<file path="config.mk">
export PLATFORM = sky130hd
export DESIGN_NAME = cd_param
export DESIGN_NICKNAME = d
export VERILOG_FILES = /design/src/rtl/cd_pkg.sv /design/src/rtl/cd_retstack.sv /design/src/rtl/cd_param.sv
export SDC_FILE = /design/constraint.sdc
export NUM_CORES = 1
export LEC_CHECK = 0
export ABC_CLOCK_PERIOD_IN_PS = 6100
export BUFFER_PORTS_ARGS = -buffer_cell sky130_fd_sc_hd__clkbuf_2
export CORE_MARGIN = 2
export CORE_UTILIZATION = 50
export DETAILED_ROUTE_END_ITERATION = 16
export PLACE_DENSITY_LB_ADDON = 0.25
export SLEW_MARGIN = 20
export SYNTH_ARGS = -nofsm -noshare
export SYNTH_HDL_FRONTEND = slang
export SYNTH_SLANG_ARGS = --single-unit
</file>
<file path="constraint.sdc">
create_clock -name clk -period 6.1 [get_ports clk]
set_input_delay 0 -clock clk [delete_from_list [all_inputs] [get_ports clk]]
set_output_delay 0 -clock clk [all_outputs]
set_load 0.02 [all_outputs]
</file>
<file path="src/rtl/cd_pkg.sv">
// Shared definitions for the cd_param datapath: instruction layout, ALU op codes
// and default geometry.
package cd_pkg;
  localparam int IW  = 16;
  localparam int OPW = 6;

  localparam int DW_DEF  = 8;
  localparam int PCW_DEF = 10;
  localparam int RSD_DEF = 4;

  // Instruction fields; the immediate overlaps the write address and read address 1
  localparam int OPC_LO = 10;
  localparam int WA_LO  = 8;
  localparam int RA1_LO = 4;
  localparam int RA2_LO = 0;
  localparam int RA_W   = 4;
  localparam int IMM_LO = 4;
  localparam int IMM_W  = 8;

  localparam logic [2:0] ALU_A    = 3'b000;
  localparam logic [2:0] ALU_NOTA = 3'b001;
  localparam logic [2:0] ALU_ADD  = 3'b010;
  localparam logic [2:0] ALU_SUB  = 3'b011;
  localparam logic [2:0] ALU_AND  = 3'b100;
  localparam logic [2:0] ALU_OR   = 3'b101;
  localparam logic [2:0] ALU_NEGA = 3'b110;
  localparam logic [2:0] ALU_NEGB = 3'b111;
endpackage

</file>
<file path="src/rtl/cd_retstack.sv">
// Return-address stack, RSD entries of PCW bits. Pop wins over push; pushing
// when full or popping when empty leaves sp alone and sets the sticky err.
module cd_retstack #(
  parameter int PCW = 10,
  parameter int RSD = 4
) (
  input  logic           clk,
  input  logic           reset,
  input  logic           push,
  input  logic           pop,
  input  logic [PCW-1:0] din,
  output logic [PCW-1:0] dout,
  output logic           full,
  output logic           empty,
  output logic           err
);
  localparam int SPW = $clog2(RSD + 1);

  logic [SPW-1:0]          sp;
  logic [RSD-1:0][PCW-1:0] mem;

  assign full  = (sp == SPW'(RSD));
  assign empty = (sp == '0);

  // Top of stack lives at entry sp-1
  always_comb begin
    dout = '0;
    for (int i = 0; i < RSD; i++)
      if (sp == SPW'(i + 1)) dout = mem[i];
  end

  always_ff @(posedge clk) begin
    for (int i = 0; i < RSD; i++)
      if (push && !pop && !full && sp == SPW'(i)) mem[i] <= din;
  end

  always_ff @(posedge clk or negedge reset) begin
    if (!reset) begin
      sp  <= '0;
      err <= 1'b0;
    end else if (pop) begin
      if (empty) err <= 1'b1;
      else       sp  <= sp - SPW'(1);
    end else if (push) begin
      if (full)  err <= 1'b1;
      else       sp  <= sp + SPW'(1);
    end
  end
endmodule

</file>
<file path="src/rtl/cd_param.sv">
// Parametrised single-cycle datapath: 16xDW register file, 8-op ALU, zero flag, PC.
// Return-address stack for call/return is built only when CD_RETSTACK_EN is defined.
module cd_param
  import cd_pkg::*;
#(
  parameter int DW  = DW_DEF,
  parameter int PCW = PCW_DEF,
  parameter int RSD = RSD_DEF
) (
  input  logic           clk,
  input  logic           reset,
  input  logic [IW-1:0]  instr,
  input  logic           s_inc,
  input  logic           s_inm,
  input  logic           we3,
  input  logic           wez,
  input  logic [2:0]     op_alu,
  input  logic           s_call,
  input  logic           s_ret,
  output logic [PCW-1:0] pc,
  output logic [OPW-1:0] opcode,
  output logic           z,
  output logic           stack_err
);
  logic [PCW-1:0]  pc_q, pc_inc, target, pc_nxt;
  logic [RA_W-1:0] wa, ra1, ra2;
  logic [DW-1:0]   rd1, rd2, res, wd;
  logic [DW-1:0]   rf [16];
  logic            zalu;

  assign pc     = pc_q;
  assign opcode = instr[OPC_LO +: OPW];
  assign wa     = instr[WA_LO  +: RA_W];
  assign ra1    = instr[RA1_LO +: RA_W];
  assign ra2    = instr[RA2_LO +: RA_W];
  assign target = instr[PCW-1:0];
  assign pc_inc = pc_q + PCW'(1);

  // r0 is hardwired to zero on read; its storage is never written
  assign rd1 = (ra1 == '0) ? '0 : rf[ra1];
  assign rd2 = (ra2 == '0) ? '0 : rf[ra2];

  always_ff @(posedge clk) begin
    if (we3 && wa != '0) rf[wa] <= wd;
  end

  always_comb begin
    res = rd1;
    case (op_alu)
      ALU_A:    res = rd1;
      ALU_NOTA: res = ~rd1;
      ALU_ADD:  res = rd1 + rd2;
      ALU_SUB:  res = rd1 - rd2;
      ALU_AND:  res = rd1 & rd2;
      ALU_OR:   res = rd1 | rd2;
      ALU_NEGA: res = '0 - rd1;
      ALU_NEGB: res = '0 - rd2;
      default:  res = rd1;
    endcase
  end

  assign zalu = (res == '0);
  assign wd   = s_inm ? DW'(instr[IMM_LO +: IMM_W]) : res;

`ifdef CD_RETSTACK_EN
  logic [PCW-1:0] rs_top;
  logic           rs_empty, rs_full_unused;

  cd_retstack #(.PCW(PCW), .RSD(RSD)) u_rs (
    .clk   (clk),
    .reset (reset),
    .push  (s_call & ~s_ret),
    .pop   (s_ret),
    .din   (pc_inc),
    .dout  (rs_top),
    .full  (rs_full_unused),
    .empty (rs_empty),
    .err   (stack_err)
  );

  // A return on an empty stack degrades to a plain increment
  always_comb begin
    pc_nxt = s_inc ? pc_inc : target;
    if (s_call) pc_nxt = target;
    if (s_ret)  pc_nxt = rs_empty ? pc_inc : rs_top;
  end
`else
  logic unused_ctl;
  assign unused_ctl = s_call ^ s_ret;
  assign stack_err  = 1'b0;

  always_comb begin
    pc_nxt = s_inc ? pc_inc : target;
  end
`endif

  always_ff @(posedge clk or negedge reset) begin
    if (!reset) begin
      pc_q <= '0;
      z    <= 1'b0;
    end else begin
      pc_q <= pc_nxt;
      if (wez) z <= zalu;
    end
  end
endmodule
</file>
Yosys cells after proc, flatten, opt, wreduce, memory -nomap -nowiden
Memories as Yosys holds them, arrays and structs flattened.
Index checks and enable logic that the tools add are counted.

word-level totals
  register bits after elaboration = 11
  bits in latches = 0
  RAM bits = 128
  memory bits (read-only) = 0
  input port bits = 27
  output and inout bits = 18
  word-level logic and storage cells = 31
  memories = 1

memories
  memory  words  width  read ports  clocked after Yosys merged registers in  wr ports  line            RTL
  rf      16     8      2           0                                        1         cd_param.sv:28  logic [DW-1:0] rf [16];

cells by class
  add/subtract/negate cells = 5
  $mul = 0
  divide/modulo/power cells = 0
  magnitude comparators = 0
  eq/ne operators = 7
  shift-type cells = 0
  mux-type cells = 7
  bitwise logic cells = 3
  reduce and logical (&&, ||, !) cells = 6

operators with widths
  kind                     number
  $pmux W8 S8              1
  $mux W8                  3
  $sub A1 B8 Y8 const A    2
  $eq A3 B3 Y1 const B     4
  $add A10 B1 Y10 const B  1
  $mux W10                 1
  $add A8 B8 Y8            1
  $and A8 B8 Y8            1
  $logic_not A4 Y1         2
  $logic_not A8 Y1         1
  $not A8 Y8               1
  $or A8 B8 Y8             1
  $sub A8 B8 Y8            1
  $eq A3 B2 Y1 const B     2
  $reduce_bool A4 Y1       1
  $eq A3 B1 Y1 const B     1
  $logic_not A3 Y1         1
  $mux W1                  2
  $logic_and A1 B1 Y1      1

Logic depth before layout (Yosys ltp)
  word-level depth = 5
  mapped depth = 22
  gate-level depth less buffers = 19

Worst setup path before layout
Ideal clock, no wire load.

  path type = in2reg
  start = input instr[0]
  end = memory rf[10][3] in the netlist's numbering, data pin
  setup time = 323 ps
  data arrival time = 3,684 ps
  data required time = 5,777 ps
  path slack = 2,094 ps
  cell stages on the path = 20
  path buffers = 3
  path through = buf_6 -> buf_4 -> buf_6 -> mux2i_1 -> a221oi_1 -> nor3_1 -> nor2_1 -> inv_1 -> ha_1 -> nand2_1 -> o21ai_0 -> inv_1 -> ha_1 -> nor2b_1 -> o21ai_0 -> a21boi_0 -> o31a_1 -> a211oi_1 -> a21oi_1 -> o21ai_0

between the ends
  word-level cells in the longest chain between the ends = 5
  elaborated cells on any way between the ends = 10
  those cells by class = add/sub (3); mux (3); bitwise (2); reduce/logical (1); memory (1)

ends and longest elaborated chain
  what                                                       line            RTL
  from (decl)                                                cd_param.sv:12  input logic [IW-1:0] instr,
  $mem_v2 Z16 W8 / $logic_not A4 Y1 (equally long branches)  n/a
  $mux W8 (*)                                                cd_param.sv:41  assign rd2 = (ra2 == '0) ? '0 : rf[ra2];
  $sub A1 B8 Y8 (tied with other cells)                      cd_param.sv:57  ALU_NEGB: res = '0 - rd2;
  $pmux W8 S8 (*)                                            cd_param.sv:49  case (op_alu)
  $mux W8 (*)                                                cd_param.sv:63  assign wd = s_inm ? DW'(instr[IMM_LO +: IMM_W]) : res;
  net wd[3]                                                  cd_param.sv:27  logic [DW-1:0] rd1, rd2, res, wd;
  to (decl)                                                  cd_param.sv:28

Mark *: on every way through the listed nets, which the timed path passes. The rest lies on a longest branch.

==> reports/results.md <==
## Clocking
• 0 — number of setup buffers added after CTS
• 0.05 ns — Clock transition at path regs
• 133 — number of sinks handled by clock tree synthesis
• built — TritonCTS clock tree
• 2 — maximum buffer depth of the clock tree
• 17 — CTS buffer count
• 0.42 ns — Skew-Pair Late Insertion Delay
• clkbuf_16 — CTS Root Cell
• 4 — Max H-tree Level

## Detailed routing
• 0 — final antenna-violating net count
• 5284 — via count
• 19.5 mm — final routed wirelength across all metal layers
• 6 — router iterations before antenna repair
• 6.52 — via/cell ratio
• 0 — number of DRC violations after detailed routing
• 24.0 µm — wire length per cell after detailed routing
• 490 — number of DRC markers in iteration 0

## Critical path
• 15 — Worst Path Max Fanout
• 4.82 ns — Worst EP arrival
• register — startpoint kind of the worst setup timing path
• register — endpoint kind of the worst setup timing path
• 6.26 ns — critical path required time
• register to register — Setup Crit Path Kind

## STA
• no — unrepaired setup endpoints after global routing
• 4.66 ns — post-layout min period
• 0 ns — setup_tns
• 0.00000881 ns — WHS
• 76.4% — part of the cycle the worst path needs
• 0.00693 ns — worst clock skew on the final layout
• 29.7% — relative slew slack
• 1.05 ns — Least-Margin Pin Slew
• 0.215 GHz — highest clock rate
• 0 — final setup violation count
• 0 — Hold Violations, Final
• 0 — max-slew violation count

## Floorplanning
• 45 — I/O Pins
• 129 µm — vertical die dimension
• 45 — Cell Rows
• 16600 µm² — Die Outline Area
• 15200 µm² — Std-Cell Core Area
• 129 µm — die width
• 51.2% — starting density of the core

## Synthesis
• 7790 µm² — cell area after synthesis
• 122 — number of enable flip-flop cells after synthesis
• 8.27% — share of flip-flops with an asynchronous set or reset
• 0 — Warnings, synthesis
• 69 — count of different cell masters after synthesis
• edfxtp_1 — library cell occupying the most area in the post-synthesis netlist
• 47.1% — area share of the leading cell type in the synthesized netlist
• 50.6% — sequential share of the synthesized area
• 582 — cells after synthesis
• 13.4 µm² — Avg Cell Area, Syn
• edfxtp_1 47%, mux4_2 11%, dfrtp_1 3.5% — cells taking the most area after synthesis
• edfxtp_1 — primary flip-flop cell chosen by synthesis mapping
• 133 — flop and latch count out of synthesis

## Layout
• 0 — # diodes
• 8640 µm² — post-route cell area
• 10.9% — Syn-to-layout area delta
• edfxtp_1 — most common library cell in the layout ignoring fill and taps
• 649 — NumNets Final
• 1219 — fill cell count
• 122 x edfxtp_1, 48 x nor2_1, 37 x mux4_2 — commonest cells after routing, fill and taps aside
• 23.8% — share of final-layout standard cells stronger than drive strength 1

## Global route
• 5344 — via count of the first global-routing pass
• 30.3 mm — wire length of the first global-routing pass
• met2 — layer with the highest usage after global routing
• 0 — number of antenna violations at the first check in global routing
• 0 — residual overflow from global routing
• 5.65% — grt met3 use
• 33.0% — met1 GRT Util
• 24.8% — Total Routing Usage GR
• 40.3% — met2 GRT Util
• 26 — maximum number of pins on one net before global-route repair

## Worst hold path
• input pin to output pin — class of the tightest hold or removal check

## Placement
• 0.881 — final RePlAce weighted congestion
• 7950 µm² — post-place instance area
• 33 — PortBufs
• 13.5 mm — Final HPWL DP

## Power
• 302 nW/µm² — Power Dens Cells
• 0.00194 W — Internal Power
• 16.8% — share of total power in combinational logic
• 0.000668 W — Sw Pwr
• 3.03 nW — total leakage power
• 25.7% — Switching Fraction
• 40.8% — portion of total power attributed to sequential cells
• 0.00260 W — Power, Total
• 0.261 mV — Peak VDD IR
• 42.3% — share of total power in the clock network

## Outcome
• finished clean — outcome

## Run
• 0 — max-cap violation count

==> repair_timing <==
item                                   4_1_cts  5_1_grt
resized for setup                            0        0
endpoints found under the hold margin       14        0
hold buffers                                 5        0
==> cells by family after synthesis <==
family,after synthesis,synth area share [%]
buffers and inverters,58,4.92
other,1,0.0482
AOI/OAI and AO/OA,115,11.2
and+or+nand+nor,147,9.27
xor gates and xnor gates,24,2.70
DFF,133,50.6
adders and majority gates,13,2.19
muxes,91,19.1
==> stage by stage <==
| step | std cells | util, % | setup WS, ns |
|---|---|---|---|
| after floorplan | 584 | - | 2.09 |
| after global placement | 773 | 52.3 | 1.43 |
| after detailed placement | 773 | 52.3 | 1.33 |
| after CTS | 810 | 56.8 | 1.51 |
| after global routing | 810 | 56.8 | 1.06 |
| final | 810 | 56.8 | 1.44 |
==> power groups by stage <==
| stage | Sequential [W] | Clock (W) | Combinational [W] |
|---|---|---|---|
| 2_1_floorplan | 0.00109 | 0 | 0.000318 |
| 3_3_place_gp | 0.00108 | 0 | 0.000419 |
| 3_5_place_dp | 0.00108 | 0 | 0.000429 |
| 4_1_cts | 0.00106 | 0.00111 | 0.000435 |
| 5_1_grt | 0.00107 | 0.00115 | 0.000481 |
| 6_report | 0.00106 | 0.00110 | 0.000438 |
==> synth_stat cells (8+ instances only) <==
| cell | count |
|---|---|
| buf_2 | 10 |
| xnor2_1 | 13 |
| mux4_2 | 37 |
| o22ai_1 | 12 |
| mux2i_1 | 22 |
| dfrtp_1 | 11 |
| nor2_1 | 48 |
| nor3_1 | 12 |
| nand2_1 | 31 |
| xor2_1 | 11 |
| a221oi_1 | 8 |
| ha_1 | 12 |
| nor2b_1 | 14 |
| a21oi_1 | 22 |
| mux2_2 | 18 |
| inv_1 | 16 |
| buf_4 | 10 |
| nand3_1 | 11 |
| mux2_1 | 9 |
| o21ai_0 | 15 |
| edfxtp_1 | 122 |
| buf_6 | 8 |
==> flip-flops by register name (all words and copies together), names as in the netlist <==
register and cells:
rf 122, pc 10, z 1
==> worst max-delay path, stage by stage (launching register included) <==
cell	delay (ns)
edfxtp_1	0.41
mux4_1	0.54
and2_1	0.20
nor3_1	0.17
nor2_1	0.12
inv_1	0.10
ha_1	0.23
nand2_1	0.05
o21ai_0	0.14
inv_1	0.09
ha_1	0.21
nor2b_1	0.12
o21ai_0	0.20
a21boi_0	0.16
o21ai_0	0.23
a21oi_1	0.14
xnor2_1	0.19
xnor2_1	0.09
o311ai_1	0.43
mux2_1	0.53
==> per-layer routing <==
metal  vias up  part of all wire (%)  routed length [µm]
met5         -                     0                   0
met4         0                   2.6                 499
met3        43                   7.1                1380
met2       231                    49                9510
met1      2683                    41                8070
li1       2327                     -                   -
==> final timing paths <==
| path | start | endpoint | slack (ns) | cells after the start |
|---|---|---|---|---|
| max | rf[4][0]$_DFFE_PP_ | rf[11][7]$_DFFE_PP_ | 1.44 | 19 |
| min | instr[13] | opcode[3] | 0.000009 | 0 |
| max reg2reg | rf[4][0]$_DFFE_PP_ | rf[11][7]$_DFFE_PP_ | 1.44 | 19 |
| min reg2reg | pc[0]$_DFF_PN0_ | pc[0]$_DFF_PN0_ | 0.55 | 1 |
| max in group asynchronous | reset | pc[3]$_DFF_PN0_ | 5.17 | 3 |
| min in group asynchronous | reset | pc[7]$_DFF_PN0_ | 0.60 | 3 |
==> cell type report <==
cell class / instances / area (µm²) / share of cell area [%]
inverters: 16 / 60.1 / 0.695
clock buffers: 17 / 425 / 4.93
repair buffers: 48 / 290 / 3.36
flip-flops and latches: 133 / 3940 / 45.6
multi-input cells: 393 / 3480 / 40.2
well taps: 188 / 235 / 2.72
clock inverters: 15 / 210 / 2.43
(Power assumes the default switching activity.)
